===== src/rtl/i2s_pkg.sv =====
// Shared constants and types for the I2S transmitter slice.
package i2s_pkg;

  localparam int I2S_MODE_I2S = 0;
  localparam int I2S_MODE_LJ  = 1;

  typedef enum logic {
    TX_IDLE,
    TX_RUN
  } tx_state_t;

  function automatic bit is_pow2(input int v);
    return (v > 0) && ((v & (v - 1)) == 0);
  endfunction

endpackage


===== src/rtl/i2s_tx_fifo_if.sv =====
// Stereo sample handshake between the audio pipeline (master) and the transmitter (slave).
interface i2s_tx_fifo_if #(
  parameter int DATA_W = 16
) ();

  logic [DATA_W-1:0] s_left;
  logic [DATA_W-1:0] s_right;
  logic              s_valid;
  logic              s_ready;

  modport master (
    output s_left,
    output s_right,
    output s_valid,
    input  s_ready
  );

  modport slave (
    input  s_left,
    input  s_right,
    input  s_valid,
    output s_ready
  );

endinterface


===== src/rtl/i2s_frame_fifo.sv =====
// Synchronous frame FIFO; pointers carry one extra wrap bit so level is a plain difference.
module i2s_frame_fifo #(
  parameter int WIDTH = 32,
  parameter int DEPTH = 8
) (
  input  logic                     clk,
  input  logic                     reset_n,
  input  logic                     push,
  input  logic                     pop,
  input  logic [WIDTH-1:0]         wr_data,
  output logic [WIDTH-1:0]         rd_data,
  output logic                     full,
  output logic                     empty,
  output logic [$clog2(DEPTH):0]   level
);

  localparam int AW = $clog2(DEPTH);

  logic [WIDTH-1:0] mem [DEPTH];
  logic [AW:0]      wr_ptr;
  logic [AW:0]      rd_ptr;
  logic             push_ok;
  logic             pop_ok;

  assign push_ok = push && !full;
  assign pop_ok  = pop && !empty;

  // NOTE: state registers use <= so every flop samples pre-edge values regardless of statement order.
  always_ff @(posedge clk) begin
    if (!reset_n) begin
      wr_ptr <= '0;
      rd_ptr <= '0;
    end else begin
      if (push_ok) wr_ptr <= wr_ptr + (AW+1)'(1);
      if (pop_ok)  rd_ptr <= rd_ptr + (AW+1)'(1);
    end
  end

  // NOTE: storage is deliberately not reset; the pointers alone define which entries are valid.
  always_ff @(posedge clk) begin
    if (push_ok) mem[wr_ptr[AW-1:0]] <= wr_data;
  end

  assign rd_data = mem[rd_ptr[AW-1:0]];
  assign level   = wr_ptr - rd_ptr;
  assign full    = (level == (AW+1)'(DEPTH));
  assign empty   = (level == '0);

endmodule


===== src/rtl/i2s_tx_fifo.sv =====
// I2S / left-justified stereo transmitter: frame FIFO, BCLK divider and frame serialiser.
module i2s_tx_fifo
  import i2s_pkg::*;
#(
  parameter int DATA_W     = 16,
  parameter int SLOT_W     = 32,
  parameter int BCLK_DIV   = 4,
  parameter int FIFO_DEPTH = 8,
  parameter int MODE       = I2S_MODE_I2S
) (
  input  logic                          clk,
  input  logic                          reset_n,
  input  logic                          enable,
  i2s_tx_fifo_if.slave                  s_if,
  output logic                          i2s_bclk,
  output logic                          i2s_lrclk,
  output logic                          i2s_data,
  output logic                          underrun,
  output logic [$clog2(FIFO_DEPTH):0]   fifo_level
);

  localparam int FRAME_W = 2 * SLOT_W;
  localparam int PW      = $clog2(FRAME_W);
  localparam int DW      = (BCLK_DIV > 1) ? $clog2(BCLK_DIV) : 1;
  localparam logic [PW-1:0] LAST_POS = PW'(FRAME_W - 1);
  localparam logic [DW-1:0] DIV_LAST = DW'(BCLK_DIV - 1);

  generate
    if (DATA_W < 1)             begin : g_bad_data  $error("DATA_W must be at least 1");       end
    if (SLOT_W < DATA_W)        begin : g_bad_slot  $error("SLOT_W must be >= DATA_W");        end
    if (BCLK_DIV < 1)           begin : g_bad_div   $error("BCLK_DIV must be at least 1");     end
    if (FIFO_DEPTH < 2 || !is_pow2(FIFO_DEPTH))
                                begin : g_bad_depth $error("FIFO_DEPTH must be a power of two >= 2"); end
  endgenerate

  tx_state_t          state;
  logic [DW-1:0]      div_cnt;
  logic [PW-1:0]      bit_pos;
  logic [FRAME_W-1:0] shreg;
  logic               lj_bit;    // bit for the current position; delayed copy feeds I2S mode

  logic               fifo_full;
  logic               fifo_empty;
  logic               push;
  logic               pop;
  logic [2*DATA_W-1:0] rd_frame;

  logic               div_wrap;
  logic               fall_evt;
  logic [PW-1:0]      next_pos;
  logic               frame_start;
  logic [FRAME_W-1:0] frame_word;
  logic [FRAME_W-1:0] src;
  logic [FRAME_W-1:0] shifted;
  logic               cur_bit;

  assign s_if.s_ready = !fifo_full;
  assign push         = s_if.s_valid && !fifo_full;

  i2s_frame_fifo #(
    .WIDTH (2 * DATA_W),
    .DEPTH (FIFO_DEPTH)
  ) u_fifo (
    .clk     (clk),
    .reset_n (reset_n),
    .push    (push),
    .pop     (pop),
    .wr_data ({s_if.s_left, s_if.s_right}),
    .rd_data (rd_frame),
    .full    (fifo_full),
    .empty   (fifo_empty),
    .level   (fifo_level)
  );

  // A falling event is the cycle whose edge drives BCLK from 1 to 0.
  assign div_wrap    = (div_cnt == DIV_LAST);
  assign fall_evt    = (state == TX_RUN) && div_wrap && i2s_bclk;
  assign next_pos    = (bit_pos == LAST_POS) ? '0 : bit_pos + PW'(1);
  assign frame_start = fall_evt && (next_pos == '0);
  assign pop         = frame_start && enable && !fifo_empty;

  // NOTE: every output of this block gets a default first so no path can infer a latch.
  always_comb begin
    frame_word = '0;
    if (pop) begin
      frame_word[FRAME_W-1 -: DATA_W] = rd_frame[2*DATA_W-1 -: DATA_W];
      frame_word[SLOT_W-1  -: DATA_W] = rd_frame[DATA_W-1:0];
    end
    src     = frame_start ? frame_word : shreg;
    cur_bit = src[FRAME_W-1];
    shifted = {src[FRAME_W-2:0], 1'b0};
  end

  always_ff @(posedge clk) begin
    if (!reset_n) begin
      state     <= TX_IDLE;
      div_cnt   <= '0;
      bit_pos   <= '0;
      shreg     <= '0;
      lj_bit    <= 1'b0;
      i2s_bclk  <= 1'b0;
      i2s_lrclk <= 1'b0;
      i2s_data  <= 1'b0;
      underrun  <= 1'b0;
    end else begin
      underrun <= 1'b0;
      unique case (state)
        TX_IDLE: begin
          div_cnt <= '0;
          if (enable) begin
            state   <= TX_RUN;
            bit_pos <= LAST_POS;   // first falling event wraps to position 0
          end
        end
        TX_RUN: begin
          div_cnt <= div_wrap ? '0 : div_cnt + DW'(1);
          if (div_wrap) i2s_bclk <= !i2s_bclk;
          if (fall_evt) begin
            if (frame_start && !enable) begin
              state     <= TX_IDLE;
              bit_pos   <= '0;
              shreg     <= '0;
              lj_bit    <= 1'b0;
              i2s_lrclk <= 1'b0;
              i2s_data  <= 1'b0;
            end else begin
              bit_pos   <= next_pos;
              shreg     <= shifted;
              lj_bit    <= cur_bit;
              i2s_lrclk <= (next_pos >= PW'(SLOT_W));
              i2s_data  <= (MODE == I2S_MODE_LJ) ? cur_bit : lj_bit;
              if (frame_start && fifo_empty) underrun <= 1'b1;
            end
          end
        end
        default: state <= TX_IDLE;
      endcase
    end
  end

endmodule

===== src/flat_wrapper.sv =====
// flat-port wrapper written by rule: the top's interface ports become plain ports
module i2s_tx_fifo_flat import i2s_pkg::*;
#(
  parameter int DATA_W     = 16,
  parameter int SLOT_W     = 32,
  parameter int BCLK_DIV   = 4,
  parameter int FIFO_DEPTH = 8,
  parameter int MODE       = I2S_MODE_I2S
)
  (clk, reset_n, enable, i2s_bclk, i2s_lrclk, i2s_data, underrun, fifo_level, s_if_s_left, s_if_s_right, s_if_s_valid, s_if_s_ready);
  i2s_tx_fifo_if #(.DATA_W(DATA_W)) s_if_i ();
  input  logic clk;
  input  logic reset_n;
  input  logic enable;
  output logic i2s_bclk;
  output logic i2s_lrclk;
  output logic i2s_data;
  output logic underrun;
  output logic [$clog2(FIFO_DEPTH):0] fifo_level;
  input wire logic [$bits(s_if_i.s_left)-1:0] s_if_s_left;
  input wire logic [$bits(s_if_i.s_right)-1:0] s_if_s_right;
  input wire logic [$bits(s_if_i.s_valid)-1:0] s_if_s_valid;
  output wire logic [$bits(s_if_i.s_ready)-1:0] s_if_s_ready;
  assign s_if_i.s_left = s_if_s_left;
  assign s_if_i.s_right = s_if_s_right;
  assign s_if_i.s_valid = s_if_s_valid;
  assign s_if_s_ready = s_if_i.s_ready;
  i2s_tx_fifo #(.DATA_W(DATA_W), .SLOT_W(SLOT_W), .BCLK_DIV(BCLK_DIV), .FIFO_DEPTH(FIFO_DEPTH), .MODE(MODE)) u_core (.clk(clk), .reset_n(reset_n), .enable(enable), .s_if(s_if_i), .i2s_bclk(i2s_bclk), .i2s_lrclk(i2s_lrclk), .i2s_data(i2s_data), .underrun(underrun), .fifo_level(fifo_level));
endmodule

===== config.mk =====
export PLATFORM = sky130hd
export DESIGN_NAME = i2s_tx_fifo_flat
export DESIGN_NICKNAME = d
export VERILOG_FILES = /design/src/rtl/i2s_pkg.sv /design/src/rtl/i2s_tx_fifo_if.sv /design/src/rtl/i2s_frame_fifo.sv /design/src/rtl/i2s_tx_fifo.sv /design/src/flat_wrapper.sv
export SDC_FILE = /design/constraint.sdc
export NUM_CORES = 1
export LEC_CHECK = 0
export ABC_AREA = 0
export BUFFER_PORTS_ARGS = -buffer_cell sky130_fd_sc_hd__buf_4
export CAP_MARGIN = 20
export CORE_AREA = 3 3 154 156
export CTS_CLUSTER_DIAMETER = 60
export DETAILED_ROUTE_END_ITERATION = 10
export DIE_AREA = 0 0 157 159
export PLACE_DENSITY = 0.76
export SYNTH_ARGS = -nofsm -noshare
export SYNTH_HDL_FRONTEND = slang
export SYNTH_SLANG_ARGS = --single-unit

===== constraint.sdc =====
create_clock -name clk -period 5.97 [get_ports clk]
set_clock_uncertainty 0.2 [all_clocks]
set_input_delay 1.791 -clock clk [delete_from_list [all_inputs] [get_ports clk]]
set_output_delay 1.791 -clock clk [all_outputs]
set_load 0.005 [all_outputs]

Word-level counts from Yosys, hierarchy flattened
Memories as Yosys holds them, arrays and structs flattened. A register that Yosys moved wholly into a read port is not among the register bits.
Cells that the tools add are included.
Widths: inputs -> output; s select.
{"block": "classes", "n_addsub": 5, "n_mul": 0, "n_div": 0, "magnitude_cmp": 1, "eq_ne": 5, "shifts": 0, "muxes": 23, "n_bitwise": 3, "n_reduce_logical": 20}
{"op": "$mux 64", "n": 2}
{"op": "$mux 16", "n": 2}
{"op": "$mux 6", "n": 4}
{"op": "$pmux 6 s2", "n": 1}
{"op": "$logic_and 1x1->1", "n": 10}
{"op": "$mux 1", "n": 9}
{"op": "$add 4x1->4 const B", "n": 2}
{"op": "$add 6x1->6 const B", "n": 1}
{"op": "$eq 6x6->1 const B", "n": 1}
{"op": "$ge 6x6->1 const B", "n": 1}
{"op": "$logic_not 6->1", "n": 1}
{"op": "$mux 3", "n": 2}
{"op": "$reduce_and 2->1", "n": 3}
{"op": "$eq 4x4->1 const B", "n": 1}
{"op": "$logic_not 1->1", "n": 4}
{"op": "$logic_not 4->1", "n": 1}
{"op": "$ne 2x2->1 const B", "n": 2}
{"op": "$pmux 2 s2", "n": 1}
{"op": "$reduce_or 4->1", "n": 1}
{"op": "$sub 4x4->4", "n": 1}
{"op": "$not 1->1", "n": 3}
{"op": "$add 2x1->2 const B", "n": 1}
{"op": "$eq 2x2->1 const B", "n": 1}
{"op": "$mux 2", "n": 1}
{"op": "$pmux 1 s2", "n": 1}
{"block": "word_totals", "ff_bits": 86, "latch_bits": 0, "mem_bits_rw": 256, "rom_bits": 0, "inputBits": 36, "out_inout_bits": 9, "word_cells": 69, "memories": 1}
{"name": "u_core.u_fifo.mem", "words": 8, "width": 32, "rd": 1, "rd_clocked_by_memory_dff": 1, "write_ports": 1, "line_no": "i2s_frame_fifo.sv:19", "source": "logic [WIDTH-1:0] mem [DEPTH];"}

Depth between registers and ports, before layout
{"block": "depth", "depth_word": 9, "ltp_mapped": 10, "depth_no_buf": 8}

Modules after synthesis
Synthesis repeated with hierarchy kept, for this count alone.
{"block": "hier_totals", "cells_unflattened": 750, "hier_area_um2": 12892.4}
{"module": "i2s_frame_fifo", "n_inst": 1, "cells_each": 451, "area_each_um2": 10296.1, "seq_area_each_um2": 7907.6}
{"module": "i2s_tx_fifo", "n_inst": 1, "cells_each": 299, "area_each_um2": 2596.2, "seq_area_each_um2": 1221.2}

Worst setup path after synthesis
No wires, ideal clock.
{"block": "synth_timing", "path_kind": "input -> register", "startpoint": "input s_if_s_valid", "endpoint": "memory u_core.u_fifo.mem[4][0], enable pin", "setup_ns": 0.461, "t_arrival_ns": 4.577, "required_time_ns": 5.309, "setup_slack_ns": 0.732, "path_stages": 4, "path_buffers": 0, "cell_sequence": "inv_1 > a31oi_1 > nand2_1 > nor3_1"}
{"block": "synth_between", "elab_chain_len": 4}
{"element": "from (decl)", "line_no": "flat_wrapper.sv:22", "source": "input wire logic [$bits(s_if_i.s_valid)-1:0] s_if_s_valid;"}
{"element": "$logic_and 1x1->1", "line_no": "i2s_tx_fifo.sv:58", "source": "assign push = s_if.s_valid && !fifo_full;"}
{"element": "$logic_and 1x1->1", "line_no": "i2s_frame_fifo.sv:25", "source": "assign push_ok = push && !full;"}
{"element": "$mux 1", "line_no": "i2s_frame_fifo.sv:41", "source": "if (push_ok) mem[wr_ptr[AW-1:0]] <= wr_data;"}
{"element": "$mux 1 (implied by the code)", "line_no": "i2s_frame_fifo.sv:41"}
{"element": "to (decl)", "line_no": "i2s_frame_fifo.sv:19"}
No other way between the ends.

Final worst setup path
{"block": "layout_timing", "startpoint": "register u_core.u_fifo.wr_ptr[0]", "endpoint": "output s_if_s_ready"}
{"block": "layout_between", "elab_chain_len": 3}
{"element": "from (decl)", "line_no": "i2s_frame_fifo.sv:20", "source": "logic [AW:0] wr_ptr;"}
{"element": "from (signal assigned)", "line_no": "i2s_frame_fifo.sv:34", "source": "if (push_ok) wr_ptr <= wr_ptr + (AW+1)'(1);"}
{"element": "$sub 4x4->4", "line_no": "i2s_frame_fifo.sv:45", "source": "assign level = wr_ptr - rd_ptr;"}
{"element": "$eq 4x4->1", "line_no": "i2s_frame_fifo.sv:46", "source": "assign full = (level == (AW+1)'(DEPTH));"}
{"element": "$logic_not 1->1", "line_no": "i2s_tx_fifo.sv:57", "source": "assign s_if.s_ready = !fifo_full;"}
{"element": "to (decl)", "line_no": "flat_wrapper.sv:23", "source": "output wire logic [$bits(s_if_i.s_ready)-1:0] s_if_s_ready;"}
No other way between the ends.

==> out/metrics.yaml <==
cp-start-kind: "flip-flop"
die-width_um: 157
avgRoutedWirePerCell_um: 22.5
die_area_um2: 25000
dpl.hpwl_um: 13600
synth_fp_nets: 772
drive_gt1_share_pct: 29.0
clockBufferDepth: 3
ff2ff_path_depth: 8
final_area_um2: 14600
drt_iter0_markers: 552
via_per_inst: 6.19
ys_ff_latch: 328
cts_setup_buffers: 0
antenna_found_initial: 0
powerDensity_nw_per_um2: 325
placed_area_um2: 13500
synth.area.top_cells: "edfxtp_1 (59%), dfxtp_1 (11%), mux4_2 (11%)"
initial_core_util_pct: 57.5
p_leak_nw: 4.80
finalCritPeriodShare_pct: 75.5
drc_errors: 0
groute.layer.met1.usage_pct: 27.7
status: "complete, no violations"
path_class: "reg2out"
fin_hold_ws_ps: 238
rows: 55
synthesis.area_um2: 12900
synth_top_cell_by_area: "edfxtp_1"
gp_congestion: 0.703
hold_path_end: "u_core.div_cnt[0]$_SDFF_PP0_"
vdd_ir_drop_max_v: 0.000181
end_kind: "output port"
holdPathStages: 1
r2r-end: "u_core.u_fifo.mem[2][19]$_DFFE_PP_"
cts.sinks: 328
grt-ovfl-total: 0
clock_latency_ps: 510
fmax_mhz: 222
arrival_ps: 2520
grt_pass1_vias: 7039
ff2ff_setup_slack_ps: 1950
root_buffer: "clkbuf_16"
hp-start: "u_core.div_cnt[0]$_SDFF_PP0_"
rsz0062_at_grt: "no"
yosysSeqAreaShare_pct: 70.6
layout.cells.non_filler: 1082
cap_violations: 0
grt.busiest_layer: "met2"
worst_slack_ps: 1460
coreArea_um2: 22500
setup_viol_count_final: 0
finalHoldViolations: 0
yosysWarnings: 0
netlist_instances: 727
tightest_slew_ps: 1040
path_clk_slew_ps: 60
use_met2_pct: 32.6
critPathRequiredTime_ps: 3980
post-place-ws_ps: 1740
num_vias: 6700
avgSynthCellArea_um2: 17.8
cts-hold-fix-buffers: 0
io_pins: 45
cts_tree: "built"
use_met3_pct: 2.45
yosysUniqueCellTypes: 45
grt_pass1_wl_um: 38600
htree_levels: 2
grt_use_total_pct: 19.8
slew_headroom_pct: 30.9
portBuffers: 44
die_h_um: 159
grt_max_degree: 51
firstDrtPassIters: 5
area_growth_syn_to_layout_pct: 12.7
r2r-start: "u_core.u_fifo.wr_ptr[0]$_SDFFE_PN0P_"
antenna_left: 0
fin_crit_ps: 4510
wirelength_um: 24400
cts_resized: 0
finalNetCount: 817
hp-class: "reg2reg"
cts_buffers: 34
synth_edf_count: 256
drv_slew: 0
antennaDiodeCount: 0
async_flop_share_pct: 0
synthFlopType: "edfxtp_1"
setup_tns_ps: 0
cp-startpoint: "u_core.u_fifo.wr_ptr[0]$_SDFFE_PN0P_"
yosys.area.top_type_share_pct: 59.4
critPathMaxFanout: 8
dp.cells: 1021
## sequential cells by signal, summed over array words and instances (netlist names), named ones only
register / cells
u_core.u_fifo.wr_ptr: 4
u_core.div_cnt: 2
u_core.u_fifo.mem: 256
u_core.u_fifo.rd_ptr: 4
u_core.i2s_bclk: 1
u_core.i2s_lrclk: 1
u_core.bit_pos: 6
u_core.shreg: 47
u_core.underrun: 1
u_core.i2s_data: 1
u_core.lj_bit: 1
u_core.state: 1
## logic make-up (layout without fill, tap and decap cells)
logic type               after synthesis  count (layout)  synth area share, %
multiplexers                         129             129                 16.4
AO/OA/AOI/OAI                        103             103                 6.11
flip-flops                           328             328                 70.6
adder cells (fa/ha/maj)                9               9                0.929
buffers and inverters                 54             124                 1.92
AND/OR/NAND/NOR                       99              99                 3.76
XOR/XNOR                               5               5                0.339
## placed cells by master, fill, tap and decap left out, types with 25 or more instances in the layout
cell type and instances:
clkbuf_16 35, edfxtp_1 256, o21ai_0 28, nand2_1 32, buf_4 53, nand3_1 26
o22ai_2 30, mux4_2 64, mux2i_1 45, dfxtp_1 69, a21oi_1 25
## area by class of cell
class                           count  area, um^2
Clock inverter                     14         115
Multi-Input combinational cell    345        3600
Tap cell                          285         357
Clock buffer                       47         935
Fill cell                        1486        7930
Sequential cell                   328        9140
Inverter                           10        37.5
Timing Repair Buffer               53         398
## cells in the mapped netlist (12+ instances only)
cell type,count
edfxtp_1,256
dfxtp_1,72
mux4_2,64
mux2i_1,45
nand2_1,32
o22ai_2,30
o21ai_0,28
nand3_1,27
clkbuf_1,26
a21oi_1,25
mux2_2,20
buf_2,12
## where the power goes
part | internal, mW | total, mW | switching, mW
clock network | 1.15 | 1.97 | 0.826
logic | 0.0810 | 0.203 | 0.122
registers | 2.53 | 2.56 | 0.0259
## how the worst max path moves through the flow
stage,endpoint,slack [ps]
2_1_floorplan,u_core.u_fifo.mem[4][0]$_DFFE_PP_,730
3_3_place_gp,u_core.u_fifo.mem[1][11]$_DFFE_PP_,1910
3_5_place_dp,u_core.u_fifo.mem[2][9]$_DFFE_PP_,1740
4_1_cts,s_if_s_ready,1460
5_1_grt,s_if_s_ready,1270
6_report,s_if_s_ready,1460
## stage by stage
stage,power [mW],util (%)
after floorplan,2.72,-
after global placement,2.80,60.1
after detailed placement,2.81,60.1
after CTS,4.78,64.8
after global routing,4.89,64.8
final,4.74,64.8
## routing by layer
metal  wire (um)  share of wire (%)
met2       12300                 51
met4         691                2.8
met1       10400                 43
met3         933                3.8
met5           0                  0
## worst max-delay path, stage by stage, from the launching register on
cell	delay, ps
dfxtp_1	480
inv_1	160
ha_1	250
fa_1	380
xnor2_1	170
nor3_1	340
nand2_1	100
buf_4	140
Note: power is estimated with default switching activity, not from simulation.
